$ cat src/rtl/wisc_pkg.sv
`default_nettype none
// ============================================================================
// Module      : wisc_pkg
// Description : Shared constants for the fetch stage (FSM encoding, opcodes).
// Revision    : 1.0 - initial release
// ============================================================================
package wisc_pkg;

  localparam logic [1:0] ST_REQ     = 2'd0;
  localparam logic [1:0] ST_HOLD    = 2'd1;
  localparam logic [1:0] ST_DISCARD = 2'd2;
  localparam logic [1:0] ST_HALTED  = 2'd3;

  localparam logic [3:0]  OPC_HLT          = 4'hF;
  localparam logic [15:0] RESET_PC_DEFAULT = 16'h0000;
  localparam logic [15:0] NOP_INSTR        = 16'h0000;

endpackage
`default_nettype wire

$ cat src/rtl/fetch_stage_pc_reg.sv
`default_nettype none
// ============================================================================
// Module      : pc_reg
// Description : Program counter with write enable and redirect mux; bit 0 is
//               forced to zero on every load.
// Revision    : 1.0 - initial release
// ============================================================================
module pc_reg #(
  parameter int              ADDR_W   = 16,
  parameter logic [ADDR_W-1:0] RESET_PC = '0
) (
  input  logic              clk,
  input  logic              rst,
  input  logic              i_wen,
  input  logic              i_redirect,
  input  logic [ADDR_W-1:0] i_redirect_pc,
  input  logic [ADDR_W-1:0] i_next_pc,
  output logic [ADDR_W-1:0] o_pc
);

  localparam logic [ADDR_W-1:0] c_EVEN_MASK = {{(ADDR_W-1){1'b1}}, 1'b0};

  logic [ADDR_W-1:0] r_pc;

  always_ff @(posedge clk) begin
    if (!rst) begin
      r_pc <= RESET_PC & c_EVEN_MASK;
    end else if (i_redirect) begin
      r_pc <= i_redirect_pc & c_EVEN_MASK;
    end else if (i_wen) begin
      r_pc <= i_next_pc & c_EVEN_MASK;
    end
  end

  assign o_pc = r_pc;

endmodule
`default_nettype wire

$ cat src/rtl/fetch_stage.sv
`default_nettype none
// ============================================================================
// Module      : fetch_stage
// Description : Instruction fetch: PC, imem request/valid handshake, IF/ID
//               register. Optional HLT stop enabled by macro FETCH_HALT_EN.
// Revision    : 1.0 - initial release
// ============================================================================
module fetch_stage
  import wisc_pkg::*;
#(
  parameter int                ADDR_W   = 16,
  parameter int                INSTR_W  = 16,
  parameter logic [ADDR_W-1:0] RESET_PC = ADDR_W'(RESET_PC_DEFAULT)
) (
  input  logic               clk,
  input  logic               rst,
  input  logic               pc_wen,
  input  logic               if_id_wen,
  input  logic               if_id_flush,
  input  logic               control_hazard,
  input  logic [ADDR_W-1:0]  branch_pc,
  output logic               imem_req,
  output logic [ADDR_W-1:0]  imem_addr,
  input  logic [INSTR_W-1:0] imem_rdata,
  input  logic               imem_valid,
  output logic [INSTR_W-1:0] if_id_instr,
  output logic [ADDR_W-1:0]  if_id_pc2,
  output logic               if_id_valid,
  output logic               fetch_busy,
  output logic               halted
);

  logic [1:0]         r_state;
  logic [1:0]         w_next_state;
  logic               r_first;
  logic [INSTR_W-1:0] r_hold_instr;
  logic [ADDR_W-1:0]  w_pc;
  logic [ADDR_W-1:0]  w_pc_plus2;
  logic [INSTR_W-1:0] w_load_instr;
  logic               w_valid;
  logic               w_advance;
  logic               w_load;
  logic               w_capture_hold;
  logic               w_is_hlt;
  logic               w_pc_wen;

  // A return in the first cycle out of reset belongs to an abandoned request.
  assign w_valid      = imem_valid & ~r_first;
  assign w_advance    = if_id_wen & pc_wen;
  assign w_pc_plus2   = w_pc + ADDR_W'(2);
  assign w_load_instr = (r_state == ST_HOLD) ? r_hold_instr : imem_rdata;
  assign w_pc_wen     = w_load & ~w_is_hlt;
  assign imem_addr    = w_pc;

`ifdef FETCH_HALT_EN
  assign w_is_hlt = (w_load_instr[INSTR_W-1 -: 4] == OPC_HLT);
  assign halted   = (r_state == ST_HALTED);
`else
  assign w_is_hlt = 1'b0;
  assign halted   = 1'b0;
`endif

  pc_reg #(
    .ADDR_W   (ADDR_W),
    .RESET_PC (RESET_PC)
  ) u_pc_reg (
    .clk           (clk),
    .rst           (rst),
    .i_wen         (w_pc_wen),
    .i_redirect    (control_hazard),
    .i_redirect_pc (branch_pc),
    .i_next_pc     (w_pc_plus2),
    .o_pc          (w_pc)
  );

  always_ff @(posedge clk) begin
    if (!rst) begin
      r_state <= ST_REQ;
      r_first <= 1'b1;
    end else begin
      r_state <= w_next_state;
      r_first <= 1'b0;
    end
  end

  always_comb begin
    w_next_state = r_state;
    if (control_hazard) begin
      w_next_state = ((r_state == ST_REQ || r_state == ST_DISCARD) && !w_valid)
                     ? ST_DISCARD : ST_REQ;
    end else begin
      case (r_state)
        ST_REQ: begin
          if (w_load)              w_next_state = w_is_hlt ? ST_HALTED : ST_REQ;
          else if (w_capture_hold) w_next_state = ST_HOLD;
        end
        ST_HOLD: begin
          if (w_load) w_next_state = w_is_hlt ? ST_HALTED : ST_REQ;
        end
        ST_DISCARD: begin
          if (w_valid) w_next_state = ST_REQ;
        end
        default: w_next_state = r_state;
      endcase
    end
  end

  always_comb begin
    imem_req       = 1'b0;
    fetch_busy     = 1'b0;
    w_load         = 1'b0;
    w_capture_hold = 1'b0;
    case (r_state)
      ST_REQ: begin
        imem_req       = rst;
        fetch_busy     = ~imem_valid;
        w_load         = w_valid & w_advance & ~control_hazard;
        w_capture_hold = w_valid & ~w_advance & ~control_hazard;
      end
      ST_HOLD: begin
        w_load = w_advance & ~control_hazard;
      end
      ST_DISCARD: begin
        fetch_busy = 1'b1;
      end
      default: begin
        imem_req = 1'b0;
      end
    endcase
  end

  always_ff @(posedge clk) begin
    if (!rst) begin
      r_hold_instr <= '0;
    end else if (w_capture_hold) begin
      r_hold_instr <= imem_rdata;
    end
  end

  // When ID consumes and nothing new arrived, a bubble is inserted.
  always_ff @(posedge clk) begin
    if (!rst) begin
      if_id_valid <= 1'b0;
      if_id_instr <= '0;
      if_id_pc2   <= '0;
    end else if (if_id_flush) begin
      if_id_valid <= 1'b0;
      if_id_instr <= INSTR_W'(NOP_INSTR);
    end else if (control_hazard) begin
      if_id_valid <= 1'b0;
    end else if (w_load) begin
      if_id_valid <= 1'b1;
      if_id_instr <= w_load_instr;
      if_id_pc2   <= w_pc_plus2;
    end else if (if_id_wen) begin
      if_id_valid <= 1'b0;
    end
  end

endmodule
`default_nettype wire
$ cat config.mk
export PLATFORM = sky130hd
export DESIGN_NAME = fetch_stage
export DESIGN_NICKNAME = d
export VERILOG_FILES = /design/src/rtl/wisc_pkg.sv /design/src/rtl/fetch_stage_pc_reg.sv /design/src/rtl/fetch_stage.sv
export SDC_FILE = /design/constraint.sdc
export NUM_CORES = 1
export LEC_CHECK = 0
export ABC_AREA = 1
export CORE_MARGIN = 8
export CORE_UTILIZATION = 43
export DETAILED_ROUTE_END_ITERATION = 16
export GPL_TIMING_DRIVEN = 1
export HOLD_SLACK_MARGIN = 0.03
export PLACE_DENSITY = 0.77
export SYNTH_ARGS = -nofsm -noshare
export SYNTH_HDL_FRONTEND = slang
export SYNTH_SLANG_ARGS = --single-unit
$ cat constraint.sdc
create_clock -name clk -period 1.57 [get_ports clk]
set_clock_uncertainty 0.1 [all_clocks]
set_input_delay 0.2355 -clock clk [delete_from_list [all_inputs] [get_ports clk]]
set_output_delay 0.2355 -clock clk [all_outputs]
set_load 0.1 [all_outputs]
==> impl_metrics.py, run 1 <==
metrics = {
    "detailed_routing": {
        "firstDrtPassIters": 4,
        "viasPerCell": 5.527,
        "drcViolationCount": 0,
        "drt_iter0_markers": 231,
        "routed_wl_um": 12930,
        "ant_nets": 0,
        "vias": 3714,
        "wl_per_cell_um": 19.24,
    },
    "grt": {
        "grt_pass1_wl_um": 17430,
        "grt_max_degree": 28,
        "grt_antenna_before_repair": 0,
        "grt_use_total_pct": 21.38,
        "grt_overflow_total": 0,
        "grt_pass1_vias": 3645,
    },
    "timing": {
        "max_freq_ghz": 0.5432,
        "hold_violations": 0,
        "rsz0062_at_grt": "true",
        "setup_viol": 66,
        "period_needed_ns": 1.841,
        "fin_tns_setup_ns": -11.51,
        "final_max_slew_viol_count": 0,
        "tightest_slew_ns": 0.5549,
        "timing.final.crit_share_pct": 117.3,
        "fin_ws_ns": -0.2710,
        "max_slew_margin_pct": 62.97,
    },
    "floorplan": {
        "core_mm2": 0.007214,
        "pin_count": 91,
        "start_util_pct": 44.35,
        "rows": 31,
        "die_width_um": 102.3,
        "die_area_mm2": 0.01046,
        "chipHeight_um": 102.3,
    },
    "worst_setup_path": {
        "end_kind": "flop",
        "worstSetupPathType": "reg -> reg",
        "r2r_end": "if_id_instr[1]",
        "cp-endpoint": "if_id_instr[1]",
        "crit_required_ns": 1.73,
        "rr_startpoint": "r_state[0]",
        "cp-start-kind": "flop",
        "cp_data_arrival_time_ns": 2.00,
        "critPathLaunch": "r_state[0]",
        "reg2regPathDepth": 10,
        "critical_path.max_fanout": 14,
        "regToRegSetupSlack_ns": -0.27,
    },
    "synth": {
        "synth_cells": 437,
        "synth_top_area_share_pct": 41.30,
        "synth_ff_type": "dfxtp_1",
        "async_flop_share_pct": 0,
        "netlist_area_mm2": 0.003199,
        "ys_seq_area_share_pct": 41.30,
        "synth_edf_count": 0,
        "synth_seq_cells": 66,
        "synth_top_area_cell": "dfxtp_1",
        "netlist_top_cells_area": "dfxtp_1 41%, nand2_1 12%, o21ai_0 7.7%, a21oi_1 5.6%, inv_1 5.4%",
        "avgSynthCellArea_um2": 7.321,
        "synth.distinct_cells": 38,
        "yosys_warnings": 0,
    },
    "final_layout": {
        "nNetsFinal": 611,
        "antenna_cells": 0,
        "final_area_mm2": 0.005788,
        "drive_above_1_share_pct": 42.76,
        "utilization_pct": 80.23,
        "area_growth_pct": 80.92,
        "multi_input_area_mm2": 0.001937,
        "fillers": 414,
        "seq_area_mm2": 0.001366,
        "final_cells": 672,
    },
    "flow_run": {
        "drv_cap": 0,
    },
    "place": {
        "placed_cell_area_mm2": 0.004887,
        "gp_congestion": 0.8512,
        "place_inst": 633,
        "portBuffers": 86,
        "dp_hpwl_um": 7518,
    },
    "cts": {
        "clk_pin_slew_ns": 0.09,
        "cts_tree": "yes",
        "htree_levels": 3,
        "cts_inserted_buffers": 9,
        "cts_max_path_buffers": 2,
        "cts_root_buf": "clkbuf_8",
        "insertion_delay_ns": 0.35,
        "clock-sinks": 66,
        "hold_buffers": 0,
    },
    "status": {
        "violations": "setup timing",
        "status": "finished with violations",
    },
    "min_path": {
        "hp-class": "in -> reg",
    },
    "power_and_ir_drop": {
        "peakVddDrop_v": 0.0006069,
        "p_per_area_mw_per_mm2": 779.4,
        "power_mw": 4.511,
        "leakage_nw": 2.339,
    },
}
## power breakdown
group,switching (mW),internal (mW)
logic,0.714,0.473
clock network,0.754,0.763
registers,0.0790,1.73
## cells by family after synthesis
group	count (synthesis)	synth area share, %
mux	2	0.6258
flops	66	41.30
fa+ha+maj	4	1.564
xor+xnor	7	1.916
simple gates	179	25.54
buf+inv	73	10.76
compound gates	105	18.19
other cells	1	0.1172
## per-stage QoR
| stage | hold slack [ns] | setup slack, ns |
|---|---|---|
| floorplan | 0.2704 | -0.03228 |
| global route | 0.3676 | -0.3277 |
| detailed placement | 0.3934 | -0.2935 |
| finish | 0.3421 | -0.2710 |
| CTS | 0.3432 | -0.1548 |
| global placement | 0.3879 | -0.2335 |
## final cells by class
class,count,share of cell area (%)
Clock inverter,4,0.5404
Tap cell,99,2.140
Sequential cell,66,23.61
Multi-Input combinational cell,300,33.46
Timing Repair Buffer,141,33.44
Inverter,50,3.761
Clock buffer,12,3.048
## sequential cells by signal, indices dropped and copies added, names as in the netlist
signal / count
if_id_instr: 16
r_hold_instr: 16
if_id_pc2: 15
u_pc_reg.o_pc: 15
r_state: 2
if_id_valid: 1
r_first: 1
## cells in the final DEF (no fill, tap or decap), types with 4 or more instances in the layout
master           netlist  final
nand3_1               19     10
nand2_4                2      5
a21oi_2                6     29
nor2_4                 2      4
nand2_2                3     10
nor2_1                38     25
buf_12                 0     52
a21oi_1               36     13
buf_4                  7     29
clkdlybuf4s50_1        0     37
dfxtp_1               66     50
dfxtp_2                0      6
dfxtp_4                0     10
nor2_2                 1     12
ha_4                   0      4
a31oi_1                4      4
buf_6                  3     19
inv_2                  2      6
nand3_2                2      9
o21ai_1                2     16
nand2_1              103     90
o211a_1                4      4
clkbuf_8               0     11
inv_1                 46     38
o21ai_2                0     12
o21ai_0               49     22
xor2_1                 7      7
## Yosys cell counts, drive strengths merged, types with 4 or more instances
cell / n
nand2: 108
dfxtp: 66
o21ai: 51
inv: 49
nor2: 43
a21oi: 42
nand3: 22
buf: 15
clkbuf: 8
xor2: 7
a31oi: 4
ha: 4
o211a: 4
## critical path, cell delays in order, from the launching register on
cell	delay, ns
dfxtp_4	0.37
inv_4	0.08
ha_4	0.16
buf_6	0.12
nand2_4	0.07
nand2_8	0.09
nand2_8	0.08
nor2_8	0.21
buf_12	0.18
o21ai_1	0.07
a21oi_1	0.19
## per-layer routing
| layer | up-vias | routed length [µm] | track usage (%) |
|---|---|---|---|
| li1 | 1667 | - | - |
| met1 | 1764 | 4667 | 22.67 |
| met2 | 219 | 6584 | 38.28 |
| met3 | 64 | 987 | 4.632 |
| met4 | 0 | 687 | 12.08 |
| met5 | - | 0 | 0 |
## timing repair
| action | CTS | global route |
|---|---|---|
| setup buffers | 6 | 14 |
| gates resized for setup | 35 | 115 |
| gates cloned | 2 | 2 |
| pin swaps | 9 | 22 |
| setup endpoints to repair | 31 | 67 |
## worst min path at each step
stage / cells past startpoint / slack, ns / from / end
2_1_floorplan: 2 / 0.27 / imem_rdata[11] / r_hold_instr[11]
3_3_place_gp: 2 / 0.39 / r_hold_instr[6] / r_hold_instr[6]
3_5_place_dp: 2 / 0.39 / if_id_pc2[8] / if_id_pc2[8]
4_1_cts: 3 / 0.34 / imem_rdata[15] / r_hold_instr[15]
5_1_grt: 3 / 0.37 / imem_rdata[9] / r_hold_instr[9]
6_report: 3 / 0.34 / imem_rdata[0] / r_hold_instr[0]
No activity file was read; power rests on OpenSTA's default activity.
==> inputs of run 2 (changes only) <==
--- a/config.mk
+++ b/config.mk
@@ -6,12 +6,15 @@
 export NUM_CORES = 1
 export LEC_CHECK = 0
 export ABC_AREA = 1
+export CAP_MARGIN = 10
 export CORE_MARGIN = 8
 export CORE_UTILIZATION = 43
 export DETAILED_ROUTE_END_ITERATION = 16
 export GPL_TIMING_DRIVEN = 1
 export HOLD_SLACK_MARGIN = 0.03
 export PLACE_DENSITY = 0.77
+export SLEW_MARGIN = 10
 export SYNTH_ARGS = -nofsm -noshare
 export SYNTH_HDL_FRONTEND = slang
+export SYNTH_HIERARCHICAL = 1
 export SYNTH_SLANG_ARGS = --single-unit
==> impl_metrics.py, run 2 <==
metrics = {
    "timing": {
        "fin_ws_ns": -0.2816,
        "hold_violations": 0,
        "period_needed_ns": 1.852,
        "rsz0062_at_grt": "true",
        "final_max_slew_viol_count": 0,
        "setup_viol": 67,
        "tightest_slew_ns": 0.5222,
        "max_slew_margin_pct": 64.94,
        "max_freq_ghz": 0.5401,
        "fin_hold_ws_ns": 0.3536,
        "fin_tns_setup_ns": -6.232,
        "timing.final.crit_share_pct": 117.9,
    },
    "final_layout": {
        "final_cell_mix": "82 x nand2_1, 57 x buf_12, 51 x nor2_1",
        "layout_commonest_cell": "nand2_1",
        "drive_above_1_share_pct": 37.67,
        "antenna_cells": 0,
        "area_growth_pct": 78.16,
        "reg.largest.list": "if_id_instr x16, if_id_pc2 x16, r_hold_instr x16",
        "nNetsFinal": 630,
        "fillers": 467,
    },
    "worst_setup_path": {
        "cp_data_arrival_time_ns": 2.04,
        "cp-start-kind": "flop",
        "end_kind": "flop",
        "r2r_end": "u_pc_reg/o_pc[9]",
        "worstSetupPathType": "reg -> reg",
        "crit_required_ns": 1.76,
        "regToRegSetupSlack_ns": -0.28,
        "reg2regPathDepth": 9,
        "rr_startpoint": "u_pc_reg/o_pc[1]",
        "critical_path.max_fanout": 3,
    },
    "floorplan": {
        "die_area_mm2": 0.01058,
        "chipHeight_um": 102.8,
        "rows": 31,
        "pin_count": 91,
        "die_width_um": 102.8,
        "core_mm2": 0.007292,
        "start_util_pct": 44.47,
    },
    "place": {
        "portBuffers": 87,
        "dp_hpwl_um": 7242,
        "gp_congestion": 0.9204,
    },
    "min_path": {
        "holdPathStages": 2,
        "hp-class": "reg -> reg",
        "whs_endpoint": "r_hold_instr[2]",
        "min_from": "r_hold_instr[2]",
    },
    "power_and_ir_drop": {
        "power_mw": 4.471,
        "p_per_area_mw_per_mm2": 773.9,
        "swShare_pct": 33.78,
        "seqPwrFrac_pct": 40.6,
        "p_int_mw": 2.961,
        "p_sw_mw": 1.510,
        "p_clk_share_pct": 32.2,
        "leakage_nw": 2.495,
        "peakVddDrop_v": 0.0006415,
        "combPwrFrac_pct": 27.1,
    },
    "grt": {
        "grt_overflow_total": 0,
        "grt_use_total_pct": 20.05,
        "grt_max_degree": 33,
        "grt_antenna_before_repair": 0,
        "grt_pass1_vias": 3490,
        "grt_pass1_wl_um": 16600,
    },
    "detailed_routing": {
        "ant_nets": 0,
        "drt_iter0_markers": 234,
        "vias": 3701,
        "routed_wl_um": 11760,
        "viasPerCell": 5.356,
        "firstDrtPassIters": 7,
        "drcViolationCount": 0,
        "wl_per_cell_um": 17.02,
    },
    "status": {
        "violations": "setup timing",
        "status": "finished with violations",
    },
    "synth": {
        "synth_top_area_cell": "dfxtp_1",
        "netlist_top_cells_area": "dfxtp_1 41%, nand2_1 10%, o21ai_0 8.6%, nor2_1 8.2%, inv_1 6.0%",
        "synth_edf_count": 0,
        "synth.distinct_cells": 30,
        "netlist_area_mm2": 0.003243,
        "ys_seq_area_share_pct": 41.36,
        "synth_top_area_share_pct": 41.36,
        "async_flop_share_pct": 0,
        "synth_fp_nets": 503,
        "synth_seq_cells": 67,
        "ys_top_cells_by_count": "88 x nand2_1, 71 x nor2_1, 67 x dfxtp_1",
        "synth_cells": 460,
        "synth_ff_type": "dfxtp_1",
        "yosys_warnings": 6,
        "avgSynthCellArea_um2": 7.050,
        "yosysMostFrequentCell": "nand2_1",
    },
    "cts": {
        "cts_root_buf": "clkbuf_8",
        "insertion_delay_ns": 0.36,
        "clock-sinks": 67,
        "cts_inserted_buffers": 9,
        "cts_max_path_buffers": 2,
        "cts_tree": "yes",
        "clk_pin_slew_ns": 0.08,
        "htree_levels": 3,
        "hold_buffers": 0,
    },
    "flow_run": {
        "drv_cap": 0,
    },
}
## run 2: worst max path at each step
stage                           from  slack [ns]                end  cells past startpoint
floorplan                 r_state[0]       -0.25  u_pc_reg/o_pc[12]                     14
global route        u_pc_reg/o_pc[1]       -0.31   u_pc_reg/o_pc[9]                      9
detailed placement        imem_valid       -0.42       if_id_pc2[7]                      9
finish              u_pc_reg/o_pc[1]       -0.28   u_pc_reg/o_pc[9]                      9
CTS                       r_state[0]       -0.17         fetch_busy                      6
global placement          imem_valid       -0.33      if_id_pc2[12]                      9
## run 2: logic make-up (layout without fill, tap and decap cells)
family	count (synthesis)	in the layout	share of synthesized area, %
AOI/OAI and AO/OA	88	88	13.73
xor gates and xnor gates	11	11	2.971
adders and majority gates	4	4	1.543
buffers and inverters	79	210	11.77
DFF	67	67	41.36
muxes	2	2	0.6173
other	2	2	0.2316
and+or+nand+nor	207	208	27.78
## run 2: worst max-delay path, cell delays in order, from the launching register on
cell     delay (ns)
dfxtp_4        0.37
ha_4           0.14
nand2_1        0.11
nor2_2         0.15
nand2_1        0.11
xnor2_1        0.45
nand3_2        0.18
nand3_2        0.10
nand2_1        0.05
inv_1          0.05
## run 2: layout make-up
class	instances	area, µm²	share of cell area, %
Clock buffer	11	162.7	2.815
Timing Repair Buffer	138	1934	33.48
Inverter	56	249.0	4.309
Sequential cell	67	1398	24.19
Multi-Input combinational cell	315	1878	32.50
Tap cell	99	123.9	2.144
Clock inverter	5	32.53	0.5630
## run 2: power groups by stage
| stage | Combinational (mW) | Clock, mW | Sequential [mW] |
|---|---|---|---|
| global route | 1.27 | 1.53 | 1.82 |
| floorplan | 0.393 | 0 | 2.07 |
| finish | 1.21 | 1.44 | 1.82 |
| detailed placement | 1.04 | 0 | 1.85 |
| global placement | 1.01 | 0 | 1.85 |
| CTS | 1.10 | 1.42 | 1.81 |
## run 2: what timing repair did
action / CTS / global route
pin swaps: 15 / 37
endpoints found under the setup margin: 44 / 53
cloned: 3 / 3
hold endpoints to repair: 0 / 0
buffers inserted: 6 / 6
resized for setup: 46 / 82
## run 2: per-layer routing
metal | global-route usage [%] | wire [µm] | vias to the layer above
li1 | - | - | 1717
met1 | 21.70 | 4100 | 1711
met2 | 37.01 | 6138 | 223
met3 | 4.524 | 1147 | 50
met4 | 7.675 | 373 | 0
met5 | 0 | 0 | -
## run 2: metrics by stage
step / utilization [%] / cell area, µm² / cells / worst slack, ns
2_1_floorplan: - / 3372 / 460 / -0.2516
3_3_place_gp: 68.62 / 5004 / 658 / -0.3288
3_5_place_dp: 68.62 / 5004 / 658 / -0.4180
4_1_cts: 74.30 / 5418 / 683 / -0.1720
5_1_grt: 79.24 / 5778 / 691 / -0.3087
6_report: 79.24 / 5778 / 691 / -0.2816
==> inputs of run 3 (changes only) <==
--- a/config.mk
+++ b/config.mk
@@ -13,7 +13,6 @@
 export GPL_TIMING_DRIVEN = 1
 export HOLD_SLACK_MARGIN = 0.03
 export PLACE_DENSITY = 0.77
-export SLEW_MARGIN = 10
 export SYNTH_ARGS = -nofsm -noshare
 export SYNTH_HDL_FRONTEND = slang
 export SYNTH_HIERARCHICAL = 1
==> results of run 3 <==
Final layout, timing and power as in run 2 (identical DEF).
